## config.mk

```make
export PLATFORM = sky130hd
export DESIGN_NAME = instr_seq
export DESIGN_NICKNAME = d
export VERILOG_FILES = /design/src/rtl/instr_seq.sv
export SDC_FILE = /design/constraint.sdc
export NUM_CORES = 1
export LEC_CHECK = 0
export ABC_AREA = 1
export ABC_CLOCK_PERIOD_IN_PS = 2200
export BUFFER_PORTS_ARGS = -buffer_cell sky130_fd_sc_hd__clkbuf_2
export CORE_UTILIZATION = 45
export DETAILED_ROUTE_END_ITERATION = 6
export PLACE_DENSITY_LB_ADDON = 0.15
export SLEW_MARGIN = 10
export SYNTH_ARGS = -nofsm -noshare
export SYNTH_HDL_FRONTEND = slang
export SYNTH_SLANG_ARGS = --single-unit
```

## constraint.sdc

```tcl
create_clock -name clk -period 2.2 [get_ports clk]
set_input_delay 0 -clock clk [delete_from_list [all_inputs] [get_ports clk]]
set_output_delay 0 -clock clk [all_outputs]
set_load 0.02 [all_outputs]
```

## src/rtl/instr_seq.sv

```systemverilog
// instr_seq: MSP430 multi-cycle instruction sequencer; define SEQ_WAITSTATE_EN to honour mem_rdy and the WAIT_MAX timeout
module instr_seq #(
  parameter int WAIT_MAX = 16
) (
  input  logic        clk,
  input  logic        rst_n,
  input  logic [15:0] MDB_out,
  input  logic        mem_rdy,
  output logic [15:0] IR,
  output logic [2:0]  MAB_sel,
  output logic [1:0]  MPC,
  output logic        src_ext_ld,
  output logic        dst_ext_ld,
  output logic        autoinc,
  output logic        RW,
  output logic        MW,
  output logic        busy,
  output logic        illegal,
  output logic        bus_err,
  output logic [2:0]  state
);
  localparam logic [2:0] IDLE = 3'd0, FETCH = 3'd1, SRC_EXT = 3'd2, SRC_RD = 3'd3,
                         DST_EXT = 3'd4, DST_RD = 3'd5, EXEC = 3'd6, DST_WR = 3'd7;
  logic [2:0]  state_q, state_d, nxt;
  logic [15:0] ir_q, ir_d, dec;
  logic        rdy, mem, stall, to, unused;
  logic        jmp, f1, f2, legal, opnd, ad, cg, imm, cmpbit, f2wr;
  logic        n_se, n_sr, n_de, n_dr, n_dw, wr_reg;
  logic [1:0]  as;
  logic [3:0]  rs;
  // Decode the word being fetched so the FETCH exit already knows the next phase
  assign dec    = (state_q == FETCH) ? MDB_out : ir_q;
  assign jmp    = dec[15:13] == 3'b001;
  assign f2     = dec[15:12] == 4'b0001;
  assign f1     = dec[15:12] >= 4'b0100;
  assign legal  = jmp | f1 | f2;
  assign opnd   = f1 | f2;
  assign as     = dec[5:4];
  assign rs     = f1 ? dec[11:8] : dec[3:0];
  assign ad     = f1 & dec[7];
  assign cg     = (rs == 4'd3) | (rs == 4'd2 & as[1]);
  assign imm    = (as == 2'd3) & (rs == 4'd0);
  assign cmpbit = (dec[15:12] == 4'b1001) | (dec[15:12] == 4'b1011);
  assign f2wr   = f2 & (dec[9:7] <= 3'd3);
  assign n_se   = opnd & ~cg & ((as == 2'd1) | imm);
  assign n_sr   = opnd & (as != 2'd0) & ~imm & ~cg;
  assign n_de   = ad;
  assign n_dr   = ad & (dec[15:12] != 4'b0100);
  assign n_dw   = (ad & ~cmpbit) | (f2wr & n_sr);
  assign wr_reg = (f1 & ~ad & ~cmpbit) | (f2wr & (as == 2'd0));
  assign mem    = (state_q != IDLE) & (state_q != EXEC);
  assign stall  = mem & ~rdy;
`ifdef SEQ_WAITSTATE_EN
  localparam int CW = $clog2(WAIT_MAX + 1);
  logic [CW-1:0] cnt_q, cnt_d;
  assign rdy    = mem_rdy;
  assign to     = stall & (cnt_q == CW'(WAIT_MAX - 1));
  assign cnt_d  = (stall & ~to) ? cnt_q + 1'b1 : '0;
  assign unused = dec[6];
  always_ff @(posedge clk or negedge rst_n)
    if (!rst_n) cnt_q <= '0;
    else cnt_q <= cnt_d;
`else
  assign rdy    = 1'b1;
  assign to     = 1'b0;
  assign unused = ^{dec[6], mem_rdy} ^ (WAIT_MAX > 0);
`endif
  always_ff @(posedge clk or negedge rst_n)
    if (!rst_n) begin
      state_q <= IDLE;
      ir_q    <= '0;
    end else begin
      state_q <= state_d;
      ir_q    <= ir_d;
    end
  // Phases are numbered in execution order, so the next phase is the first needed one above the current
  always_comb begin
    nxt = (state_q < SRC_EXT && n_se) ? SRC_EXT :
          (state_q < SRC_RD  && n_sr) ? SRC_RD  :
          (state_q < DST_EXT && n_de) ? DST_EXT :
          (state_q < DST_RD  && n_dr) ? DST_RD  :
          (state_q < EXEC)            ? EXEC    :
          (state_q < DST_WR  && n_dw) ? DST_WR  : FETCH;
    state_d = (state_q == IDLE || to) ? FETCH : stall ? state_q : nxt;
    ir_d    = (state_q == FETCH && !stall) ? MDB_out : ir_q;
  end
  always_comb begin
    MAB_sel    = (state_q == SRC_RD) ? (as[1] ? 3'd1 : 3'd2) :
                 (state_q == DST_RD || state_q == DST_WR) ? 3'd2 : 3'd0;
    MPC        = ((state_q == FETCH || state_q == SRC_EXT || state_q == DST_EXT) && rdy) ? 2'd1 :
                 (state_q == EXEC && jmp) ? 2'd3 : 2'd0;
    src_ext_ld = (state_q == SRC_EXT) & rdy;
    dst_ext_ld = (state_q == DST_EXT) & rdy;
    autoinc    = (state_q == SRC_RD) & rdy & (as == 2'd3);
    RW         = (state_q == EXEC) & wr_reg;
    MW         = (state_q == DST_WR) & rdy;
    busy       = state_q != IDLE;
    illegal    = (state_q == EXEC) & ~legal;
    bus_err    = to;
    state      = state_q;
    IR         = ir_q;
  end
endmodule

```

Word level (Yosys, flattened, before mapping)
Cells that the tools add are included.
{"block": "word_totals", "elab_cells": 86, "regBits": 19, "input_bits": 19, "output_inout_bits": 32}
{"block": "classes", "eq_ne": 16, "magnitude_cmp": 8, "bitwise_logic": 31, "muxes": 14, "n_reduce_logical": 14}
{"op": "2-to-1 mux 3 bit", "count": 7}
{"op": "AND 1 bit", "count": 18}
{"op": "2-to-1 mux 16 bit", "count": 1}
{"op": "== test 3 bit (second input constant)", "count": 4}
{"op": "less-than comparator 3 bit (second input constant)", "count": 4}
{"op": "2-to-1 mux 2 bit", "count": 5}
{"op": "== test 4 x 2 -> 1 bit (second input constant)", "count": 2}
{"op": "== test 4 bit (second input constant)", "count": 2}
{"op": "OR 1 bit", "count": 8}
{"op": "== test 3 x 1 -> 1 bit (second input constant)", "count": 2}
{"op": "== test 3 x 2 -> 1 bit (second input constant)", "count": 2}
{"op": "logical AND 1 bit", "count": 6}
{"op": "less-than comparator 3 x 2 -> 1 bit (second input constant)", "count": 2}
{"op": "inverter 1 bit", "count": 5}
{"op": "== test 4 x 1 -> 1 bit (second input constant)", "count": 1}
{"op": ">= comparator 4 x 3 -> 1 bit (second input constant)", "count": 1}
{"op": "zero test 4 bit", "count": 1}
{"op": "2-to-1 mux 4 bit", "count": 1}
{"op": "!= test 4 x 3 -> 1 bit (second input constant)", "count": 1}
{"op": "less-or-equal comparator 3 x 2 -> 1 bit (second input constant)", "count": 1}
{"op": "zero test 3 bit", "count": 1}
{"op": "logical OR 1 bit", "count": 3}
{"op": "nonzero test 3 bit", "count": 1}
{"op": "== test 2 x 1 -> 1 bit (second input constant)", "count": 1}
{"op": "3 further kinds", "count": 3}

Logic depth before layout (Yosys ltp)
Gate-level depths: netlist (run 1).
{"block": "logic_depth", "ltp_word": 19, "mapped_depth": 17, "ltp_nobuf": 15}

Least setup slack after synthesis (run 1)
Ideal clock, no wire load.
{"block": "synth_path", "path_kind": "reg2out", "start": "register state_q[1] (netlist: state[1])", "end": "output port RW", "t_required_ps": 2200, "setup_slack_ps": 214, "stages_incl_launch_ff": 12, "path_buffers": 2, "t_arrival_ps": 1986, "cell_sequence": "dfrtp_1 -> buf_6 -> nor2_8 -> nand2_4 -> buf_12 -> o21ai_4 -> inv_2 -> nor2_2 -> nand2_1 -> nor2_1 -> nand2_1 -> a21boi_0"}
{"block": "synth_between", "elab_chain_cells": 9, "word_cells_on_any_way": 19, "classes_between": "2 x order compare; 5 x eq/ne; 1 x mux; 10 x bitwise; 1 x reduce/logical"}
{"element": "from (decl)", "line": "24", "source": "logic [2:0] state_q, state_d, nxt;"}
{"element": "from (signal assigned)", "line": "73", "source": "state_q <= state_d;"}
{"element": "== test 3 x 1 -> 1 bit (*)", "line": "32", "source": "assign dec = (state_q == FETCH) ? MDB_out : ir_q;"}
{"element": "2-to-1 mux 16 bit (*)"}
{"element": "via dec[12]", "line": "25", "source": "logic [15:0] ir_q, ir_d, dec;"}
{"element": ">= comparator 4 x 3 -> 1 bit", "line": "35", "source": "assign f1 = dec[15:12] >= 4'b0100;"}
{"element": "AND 1 bit", "line": "40", "source": "assign ad = f1 & dec[7];"}
{"element": "inverter 1 bit", "line": "50", "source": "assign wr_reg = (f1 & ~ad & ~cmpbit) | (f2wr & (as == 2'd0));"}
{"element": "AND 1 bit (2 in a row)", "line": "50"}
{"element": "OR 1 bit (*)", "line": "50"}
{"element": "AND 1 bit (*)", "line": "95", "source": "RW = (state_q == EXEC) & wr_reg;"}
{"element": "to (decl)", "line": "15", "source": "output logic RW,"}
Mark *: on every way through the listed nets, which the timed path passes. The rest lies on a longest branch.

Worst setup path in the final report (run 1)
Ends and elaborated chain as after synthesis.

==> flow_metrics.tcl, run 1 <==
set metrics [dict create \
    final_nets 264 \
    drt.antenna.violating_nets 0 \
    p_int_w 0.00144 \
    routed_wl_um 3170 \
    path_class "reg2out" \
    ir_drop_v 0.00125 \
    start_util_pct 47.6 \
    p_per_area_nw_per_um2 1800 \
    utilization_pct 64.5 \
    worst-path-buf-inv 2 \
    multi_input_area_um2 719 \
    reg2reg_slack_ps 210 \
    comb_power_share_pct 72.9 \
    row_count 19 \
    required_ps 2200 \
    cts_buffer_depth 2 \
    grtUsageTotal_pct 21.7 \
    yosys_warnings 0 \
    vias 1351 \
    synth_area_um2 1330 \
    first_iter_violations 37 \
    drive_gt1_share_pct 38.9 \
    r2r_cells 14 \
    insertion_delay_ps 300 \
    drtPass1Iterations 4 \
    p_clk_share_pct 5.5 \
    ff_latch_area_um2 478 \
    netSwitchingFraction_pct 55.2 \
    routabilityCongestion 0.899 \
    maxCapViolCount 0 \
    viasPerCell 4.91 \
    final-max-slew-violation-count 0 \
    grt_pass1_wl_um 5380 \
    wire_per_inst_um 11.5 \
    yosysSeqAreaShare_pct 35.9 \
    cp_slowest_stage_delay_ps 450 \
    grt_remaining_overflow 0 \
    startpoint_type "flip-flop" \
    cts_tree "built" \
    synth_top_area_share_pct 35.9 \
    syn2layout_area_growth_pct 35.4 \
    clock-sinks 19 \
    clockRootBuffer "clkbuf_4" \
    htreeDepth 1 \
    cp_top_family "simple AND/OR/NAND/NOR gates" \
    setup_viol 0 \
    period_share_pct 92.7 \
    fmax_mhz 490 \
    power.switching_w 0.00178 \
    regToRegEndpoint "state[2]$_DFF_PN0_" \
    dp.cells 254 \
    antenna_found_initial 0 \
    die_h_um 56.3 \
    drc 0 \
    fillers 257 \
    die_area_um2 3170 \
    path_cells "nor2_8, nand2_8, buf_4, nand2_2, o21ai_4, nor2_2, nand2_1, nor2_2, nand2_1, a21boi_0, buf_2" \
    diodes 0 \
    grt_pass1_vias 1248 \
    grt_max_degree 20 \
    p_leak_nw 0.980 \
    worstPathArrival_ps 2040 \
    final_cells 275 \
    end_kind "output pin" \
    finalSetupTns_ps 0 \
    synth.area.top_cells "dfrtp_1 36%, nand2_1 13%, nand3_1 7.6%" \
    seqPwrFrac_pct 21.6 \
    core_um2 2780 \
    syn_inst 177 \
    dp_hpwl_um 2440 \
    port_buffers 47 \
    cts_buffers 3 \
    critPathSlowestCell "dfrtp_1" \
    io_pins 51 \
    fin_skew_ps 2.61 \
    hold_viol 0 \
    hp-start "MDB_out[14]" \
    synth_seq_cells 19 \
    path_clk_slew_ps 100 \
    regToRegStartpoint "state[1]$_DFF_PN0_" \
    avgSynthCellArea_um2 7.49 \
    ys_types 33 \
    finalCriticalPeriod_ps 2040 \
    worstHoldPathType "in2reg" \
    critPathMaxFanout 10 \
    hold_end "IR[14]$_DFF_PN0_" \
    rsz0062_at_grt "false" \
    die_w_um 56.3 \
    status "complete, no violations" \
    yosys.area.top_type "dfrtp_1" \
    hold_depth 3 \
]
power by group through the flow:
stage	Clock (W)	Combinational, W	Sequential, W
after floorplan	0	0.00150	0.000884
after global placement	0	0.00219	0.000680
after detailed placement	0	0.00223	0.000694
after CTS	0.000187	0.00227	0.000687
after global routing	0.000201	0.00261	0.000724
final	0.000178	0.00235	0.000695
area by class of cell:
type,count,area share [%]
clock buffers,4,1.46
well taps,31,2.16
flip-flops and latches,19,26.6
multi-input cells,130,40.1
inverters,21,4.53
repair buffers,70,25.1
metal layers:
layer	up-vias	global-route usage (%)	share of wire (%)
li1	688	-	-
met1	622	28.9	45
met2	32	36.4	49
met3	9	2.30	3.4
met4	0	8.36	2.4
met5	-	0	0
worst max path at each step:
stage | startpoint | endpoint | slack [ps] | depth (start not counted)
global route | state[2]$_DFF_PN0_ | state[2]$_DFF_PN0_ | 8 | 14
CTS | state[2]$_DFF_PN0_ | RW | 20 | 11
finish | state[1]$_DFF_PN0_ | RW | 160 | 11
global placement | state[2]$_DFF_PN0_ | state[1]$_DFF_PN0_ | 130 | 12
detailed placement | state[2]$_DFF_PN0_ | state[2]$_DFF_PN0_ | 90 | 16
floorplan | state[1]$_DFF_PN0_ | RW | 210 | 11
cells by family (layout without fill, tap and decap cells):
group	count (synthesis)	count (layout)	synth area share [%]
AO/OA/AOI/OAI	13	13	8.50
AND/OR/NAND/NOR	114	114	42.8
other	1	2	0.283
flip-flops	19	19	35.9
multiplexers	1	1	0.850
buffers and inverters	29	95	11.7
registers in the layout, indices dropped and copies added (netlist names):
name and count:
IR 16, state 3
cells in the mapped netlist (all sizes together):
cell and number:
nand3b 3, a31o 1, nand3 21, a21boi 1
clkbuf 1, inv 20, nand4 1, buf 7
o22ai 1, nand2 59, a2111o 1, dfrtp 19
mux2 1, nor2 26, a21oi 4, conb 1
clkinv 1, nor3 4, o21ai 5
per-stage QoR:
| stage | hold slack (ps) | worst slack, ps | total power (W) | area (um^2) |
|---|---|---|---|---|
| after floorplan | -296 | 214 | 0.00239 | 1330 |
| after global placement | -20.6 | 132 | 0.00287 | 1570 |
| after detailed placement | -15.5 | 94.9 | 0.00292 | 1570 |
| after CTS | 8.35 | 15.9 | 0.00314 | 1750 |
| after global routing | 6.31 | 7.79 | 0.00354 | 1790 |
| final | 14.3 | 161 | 0.00322 | 1790 |
worst min-delay path, stage by stage:
cell	delay [ps]
clkbuf_2	90
nand3_1	120
nand2_4	70
what timing repair did:
| action | 4_1_cts | 5_1_grt |
|---|---|---|
| gates resized for setup | 0 | 10 |
| setup buffers | 1 | 2 |
| hold endpoints to repair | 32 | 0 |
| hold buffers | 14 | 0 |
| pin swaps | 1 | 1 |
| setup endpoints to repair | 1 | 4 |
| cloned | 0 | 0 |
layout by cell type (no fill, tap or decap), types with 3 or more instances in the layout:
master and count:
nor3_1 3, buf_4 7, clkbuf_2 46, nor2_1 18
nand2_2 11, nand3b_1 3, a21oi_1 4, nand2_4 3
nor2_2 6, o21ai_4 3, inv_1 16, nand2_1 44
dlygate4sd3_1 14, clkbuf_4 3, dfrtp_1 17, inv_2 3
nand3_1 20
No activity file was read; power rests on OpenSTA's default activity.
==> run 2, diff against run 1 <==
Settings changed: CORE_ASPECT_RATIO from default to 0.8, CTS_CLUSTER_DIAMETER from default to 120.
==> run 2 against run 1 <==
  * The flow now finishes with violations (hold timing)
  * Critical endpoint unchanged
  * Clock-buffer cell count unchanged
  * Sequential power decreased by 0.9%
  * Highest routed layer unchanged
  * Largest cell class unchanged
  * Combinational power about the same
==> flow_metrics.tcl, run 2 (synthesized netlist as in run 1, its figures left out) <==
set metrics [dict create \
    status "finished with violations" \
    violations "hold timing" \
    vias 1323 \
    finalCriticalPeriod_ps 2010 \
    fmax_mhz 496 \
    start_util_pct 47.6 \
    place_area_um2 1570 \
    worstPathArrival_ps 2010 \
    cpMostUsedCell "nand2_1" \
    drtPass1Iterations 4 \
    worstHoldPathType "in2reg" \
    finalSetupTns_ps 0 \
    clock-sinks 19 \
    htreeDepth 1 \
    port_buffers 47 \
    viasPerCell 4.92 \
    path_class "reg2out" \
    required_ps 2200 \
    hold_viol 1 \
    cts_buffer_depth 2 \
    p_per_area_nw_per_um2 1940 \
    grt_remaining_overflow 0 \
    final_nets 251 \
    largest_reg_flops 16 \
    grt_max_degree 24 \
    cts_buffers 3 \
    startpoint_type "flip-flop" \
    comb_power_share_pct 71.8 \
    p_clk_share_pct 7.4 \
    dp_hpwl_um 2370 \
    netSwitchingFraction_pct 55.1 \
    drc 0 \
    path_cells "nor2_8, buf_4, nand2_4, nand2_2, o21ai_4, inv_2, nor2_2, nand2_1, nor2_1, nand2_1, a21boi_0, buf_2" \
    setup_viol 0 \
    grt_pass1_vias 1128 \
    diodes 0 \
    grtUsageTotal_pct 21.9 \
    final-max-slew-violation-count 0 \
    maxCapViolCount 0 \
    p_int_w 0.00148 \
    ir_drop_v 0.000906 \
    seqPwrFrac_pct 20.8 \
    whs_ps -2.72 \
    final_cell_mix "46 x clkbuf_2, 45 x nand2_1, 20 x nand3_1" \
    grt_pass1_wl_um 5180 \
    die_area_um2 3170 \
    drt.antenna.violating_nets 0 \
    insertion_delay_ps 260 \
    period_share_pct 91.6 \
    finalInstanceArea_um2 1700 \
    critPathMaxFanout 11 \
    clockRootBuffer "clkbuf_8" \
    drive_gt1_share_pct 39.8 \
    wire_per_inst_um 12.4 \
    die_h_um 50.5 \
    io_pins 51 \
    core_um2 2790 \
    row_count 17 \
    p_leak_nw 0.935 \
    fillers 253 \
    first_iter_violations 64 \
    syn2layout_area_growth_pct 28.3 \
    routed_wl_um 3350 \
    routabilityCongestion 0.901 \
    cp_slowest_stage_delay_ps 420 \
    antenna_found_initial 0 \
    path_clk_slew_ps 70 \
    final_common_cell "clkbuf_2" \
    fin_skew_ps 2.98 \
    end_kind "output pin" \
    cts_tree "built" \
    power.switching_w 0.00182 \
    critPathSlowestCell "dfrtp_2" \
    die_w_um 62.7 \
]
-- run 2: cell types whose count changed in the layout (fill, tap and decap cells not counted), sizes merged --
cell	change
dlygate4sd3	-11
nand2	+1
buf	-3
-- run 2: area by class of cell --
| cell class | count | area (um^2) | area share, % |
|---|---|---|---|
| multi-input cells | 131 | 721 | 42.4 |
| flip-flops and latches | 19 | 479 | 28.2 |
| repair buffers | 56 | 327 | 19.2 |
| inverters | 21 | 81.3 | 4.78 |
| well taps | 38 | 47.5 | 2.80 |
| clock buffers | 4 | 45.0 | 2.65 |
-- run 2: what timing repair did --
action,in CTS,in global routing
hold buffers,3,0
buffers inserted,0,2
gates resized for setup,1,6
pin swaps,0,3
endpoints found under the hold margin,21,0
cloned,0,1
setup endpoints to repair,1,4
-- run 2: final timing paths --
kind | startpoint | to | slack [ps] | cells past startpoint
setup / recovery | state[2]$_DFF_PN0_ | RW | 190 | 12
hold / removal | MDB_out[11] | IR[11]$_DFF_PN0_ | -3 | 3
setup reg to reg | state[2]$_DFF_PN0_ | state[1]$_DFF_PN0_ | 210 | 12
hold reg to reg | IR[6]$_DFFE_PN0P_ | IR[6]$_DFFE_PN0P_ | 510 | 1
max in group asynchronous | rst_n | state[0]$_DFF_PN0_ | 1600 | 2
min in group asynchronous | rst_n | IR[11]$_DFF_PN0_ | 240 | 2
-- run 2: power groups by stage --
stage	clock network [W]	registers, W	logic [W]
2_1_floorplan	0	0.000884	0.00150
3_3_place_gp	0	0.000661	0.00221
3_5_place_dp	0	0.000670	0.00224
4_1_cts	0.000251	0.000670	0.00227
5_1_grt	0.000261	0.000714	0.00261
6_report	0.000243	0.000689	0.00237
-- run 2: worst max-delay path, delay by kind of cell (launching register included) --
kind            cells  cell delay, ps
flops               1             420
buf+inv             3             390
compound gates      2             250
simple gates        7             680
-- run 2: per-layer routing --
metal  part of all wire [%]  track usage, %  vias to the layer above
met2                     45            34.1                       54
met5                      0               0                        -
met1                     48            30.3                      603
met3                    6.7            5.68                        5
met4                   0.87            5.81                        0
li1                       -               -                      661
-- run 2: metrics by stage --
stage | setup WS, ps | total power, W | util, % | instances
3_5_place_dp | 39.5 | 0.00291 | 56.3 | 259
4_1_cts | 20.0 | 0.00319 | 59.3 | 266
3_3_place_gp | 112 | 0.00287 | 56.3 | 259
5_1_grt | -3.73 | 0.00358 | 61.0 | 269
6_report | 186 | 0.00331 | 61.0 | 269
2_1_floorplan | 214 | 0.00239 | - | 178
==> run 3, diff against run 2 <==
Settings changed: ABC_CLOCK_PERIOD_IN_PS 2200 to 2150.
Clock period 2.2 ns to 2.15 ns, I/O delays scaled along.
==> run 3 against run 2 <==
  * The flow now finishes without violations
  * Die area stayed put
  * Routed wire length is 2.1% higher
  * First-iteration DRC count is 17% higher
  * Sequential share of layout area is 0.59 points lower
  * Sequential power is 3% higher
  * Global-route usage is 1.2 points higher
  * Combinational power is 7% higher
  * Critical endpoint unchanged
  * Largest power group unchanged
==> flow_metrics.tcl, run 3 (synthesized netlist as in run 1, its figures left out) <==
set metrics [dict create \
    fin_skew_ps 2.24 \
    end_kind "output pin" \
    first_iter_violations 75 \
    cpMostUsedCell "nand2_1" \
    clockRootBuffer "clkbuf_8" \
    final_common_cell "clkbuf_2" \
    worstHoldPathType "in2reg" \
    drive_gt1_share_pct 42.3 \
    drc 0 \
    path_class "reg2out" \
    netSwitchingFraction_pct 54.9 \
    die_w_um 62.7 \
    p_int_w 0.00157 \
    final_nets 254 \
    critPathSlowestCell "dfrtp_2" \
    place_area_um2 1570 \
    wire_per_inst_um 12.6 \
    p_per_area_nw_per_um2 2010 \
    die_h_um 50.5 \
    syn2layout_area_growth_pct 31.1 \
    io_pins 51 \
    grt_max_degree 24 \
    fmax_mhz 492 \
    path_cells "nor2_8, nand2_8, nand2_1, nand2_1, nor2_4, nand2_1, nor2_1, nand2_1, a21boi_0, clkbuf_2" \
    start_util_pct 47.6 \
    cts_buffer_depth 2 \
    grt_pass1_wl_um 5560 \
    insertion_delay_ps 260 \
    routabilityCongestion 0.896 \
    antenna_found_initial 0 \
    power.switching_w 0.00191 \
    period_share_pct 94.6 \
    grtUsageTotal_pct 23.1 \
    port_buffers 47 \
    final_cell_mix "47 x clkbuf_2, 42 x nand2_1, 20 x nand3_1" \
    dp.cells 259 \
    seqPwrFrac_pct 20.4 \
    cts_tree "built" \
    finalCriticalPeriod_ps 2030 \
    htreeDepth 1 \
    dp_hpwl_um 2440 \
    p_leak_nw 0.951 \
    maxCapViolCount 0 \
    setup_viol 0 \
    clock-sinks 19 \
    finalInstanceArea_um2 1740 \
    fin_ws_ps 117 \
    startpoint_type "flip-flop" \
    p_clk_share_pct 7.1 \
    die_area_um2 3170 \
    pre_cts_ws_ps 31.3 \
    viasPerCell 4.92 \
    drtPass1Iterations 4 \
    required_ps 2150 \
    status "complete, no violations" \
    diodes 0 \
    row_count 17 \
    total_power_w 0.00348 \
    core_um2 2790 \
    routed_wl_um 3420 \
    cts_buffers 3 \
    drt.antenna.violating_nets 0 \
    ir_drop_v 0.000862 \
    critPathMaxFanout 12 \
    path_clk_slew_ps 70 \
    hold_viol 0 \
    grt_remaining_overflow 0 \
    vias 1339 \
    largest_reg_flops 16 \
    grt_pass1_vias 1234 \
    final_cells 272 \
    cp_slowest_stage_delay_ps 440 \
    final-max-slew-violation-count 0 \
    comb_power_share_pct 72.5 \
    worstPathArrival_ps 2030 \
]
-- run 3: cell count changes in the layout (fill, tap and decap cells not counted) --
cell and change:
nor2_1 -1, buf_4 +2, buf_2 -1, nand2_2 +2, buf_6 +1, nand2_1 -3, buf_8 +1, clkbuf_2 +1
buf_12 -1, nand2_4 +1, nor2_2 +1
-- run 3: stage by stage --
stage | TNS (ps) | util (%) | hold slack [ps]
after floorplan | 0 | - | -296
after global routing | -22.5 | 62.3 | 25.5
final | 0 | 62.3 | 3.61
after CTS | 0 | 59.5 | 1.14
after detailed placement | 0 | 56.3 | -3.36
after global placement | 0 | 56.3 | -23.6
-- run 3: worst paths after layout --
check,from,cells after the start,slack [ps],end
setup / recovery,state[1]$_DFF_PN0_,10,120,RW
hold / removal,MDB_out[1],3,4,IR[1]$_DFF_PN0_
setup reg to reg,state[1]$_DFF_PN0_,12,170,state[1]$_DFF_PN0_
hold reg to reg,IR[3]$_DFF_PN0_,2,520,IR[3]$_DFF_PN0_
max in group asynchronous,rst_n,2,1560,state[2]$_DFF_PN0_
min in group asynchronous,rst_n,2,230,IR[5]$_DFF_PN0_
-- run 3: layout make-up --
class                           instances  area (um^2)
Clock buffer                            4         45.0
Fill cell                             269         1050
Inverter                               21         81.3
Multi-Input combinational cell        131          736
Sequential cell                        19          479
Tap cell                               38         47.5
Timing Repair Buffer                   59          348
-- run 3: worst max-delay path: cells and delay by family (launching register included) --
kind	cells	cell delay [ps]
AO/OA/AOI/OAI	1	180
flip-flops	1	440
AND/OR/NAND/NOR	8	940
buffers and inverters	1	200
-- run 3: power by group through the flow --
stage               sequential (W)  clock (W)  combinational (W)
floorplan                 0.000905          0            0.00154
global placement          0.000675          0            0.00226
detailed placement        0.000690          0            0.00228
CTS                       0.000693   0.000257            0.00233
global route              0.000737   0.000267            0.00278
finish                    0.000709   0.000248            0.00253
-- run 3: what timing repair did --
action,4_1_cts,5_1_grt
pin swaps,1,2
gates resized for setup,1,13
setup endpoints to repair,1,4
setup buffers,1,4
hold endpoints to repair,21,0
hold buffers,3,0
gates cloned,0,1
-- run 3: routing by layer --
metal | share of wire [%] | track usage (%)
met2 | 46 | 36.8
met3 | 6.8 | 5.23
met5 | 0 | 0
met1 | 46 | 30.9
met4 | 1.1 | 8.53
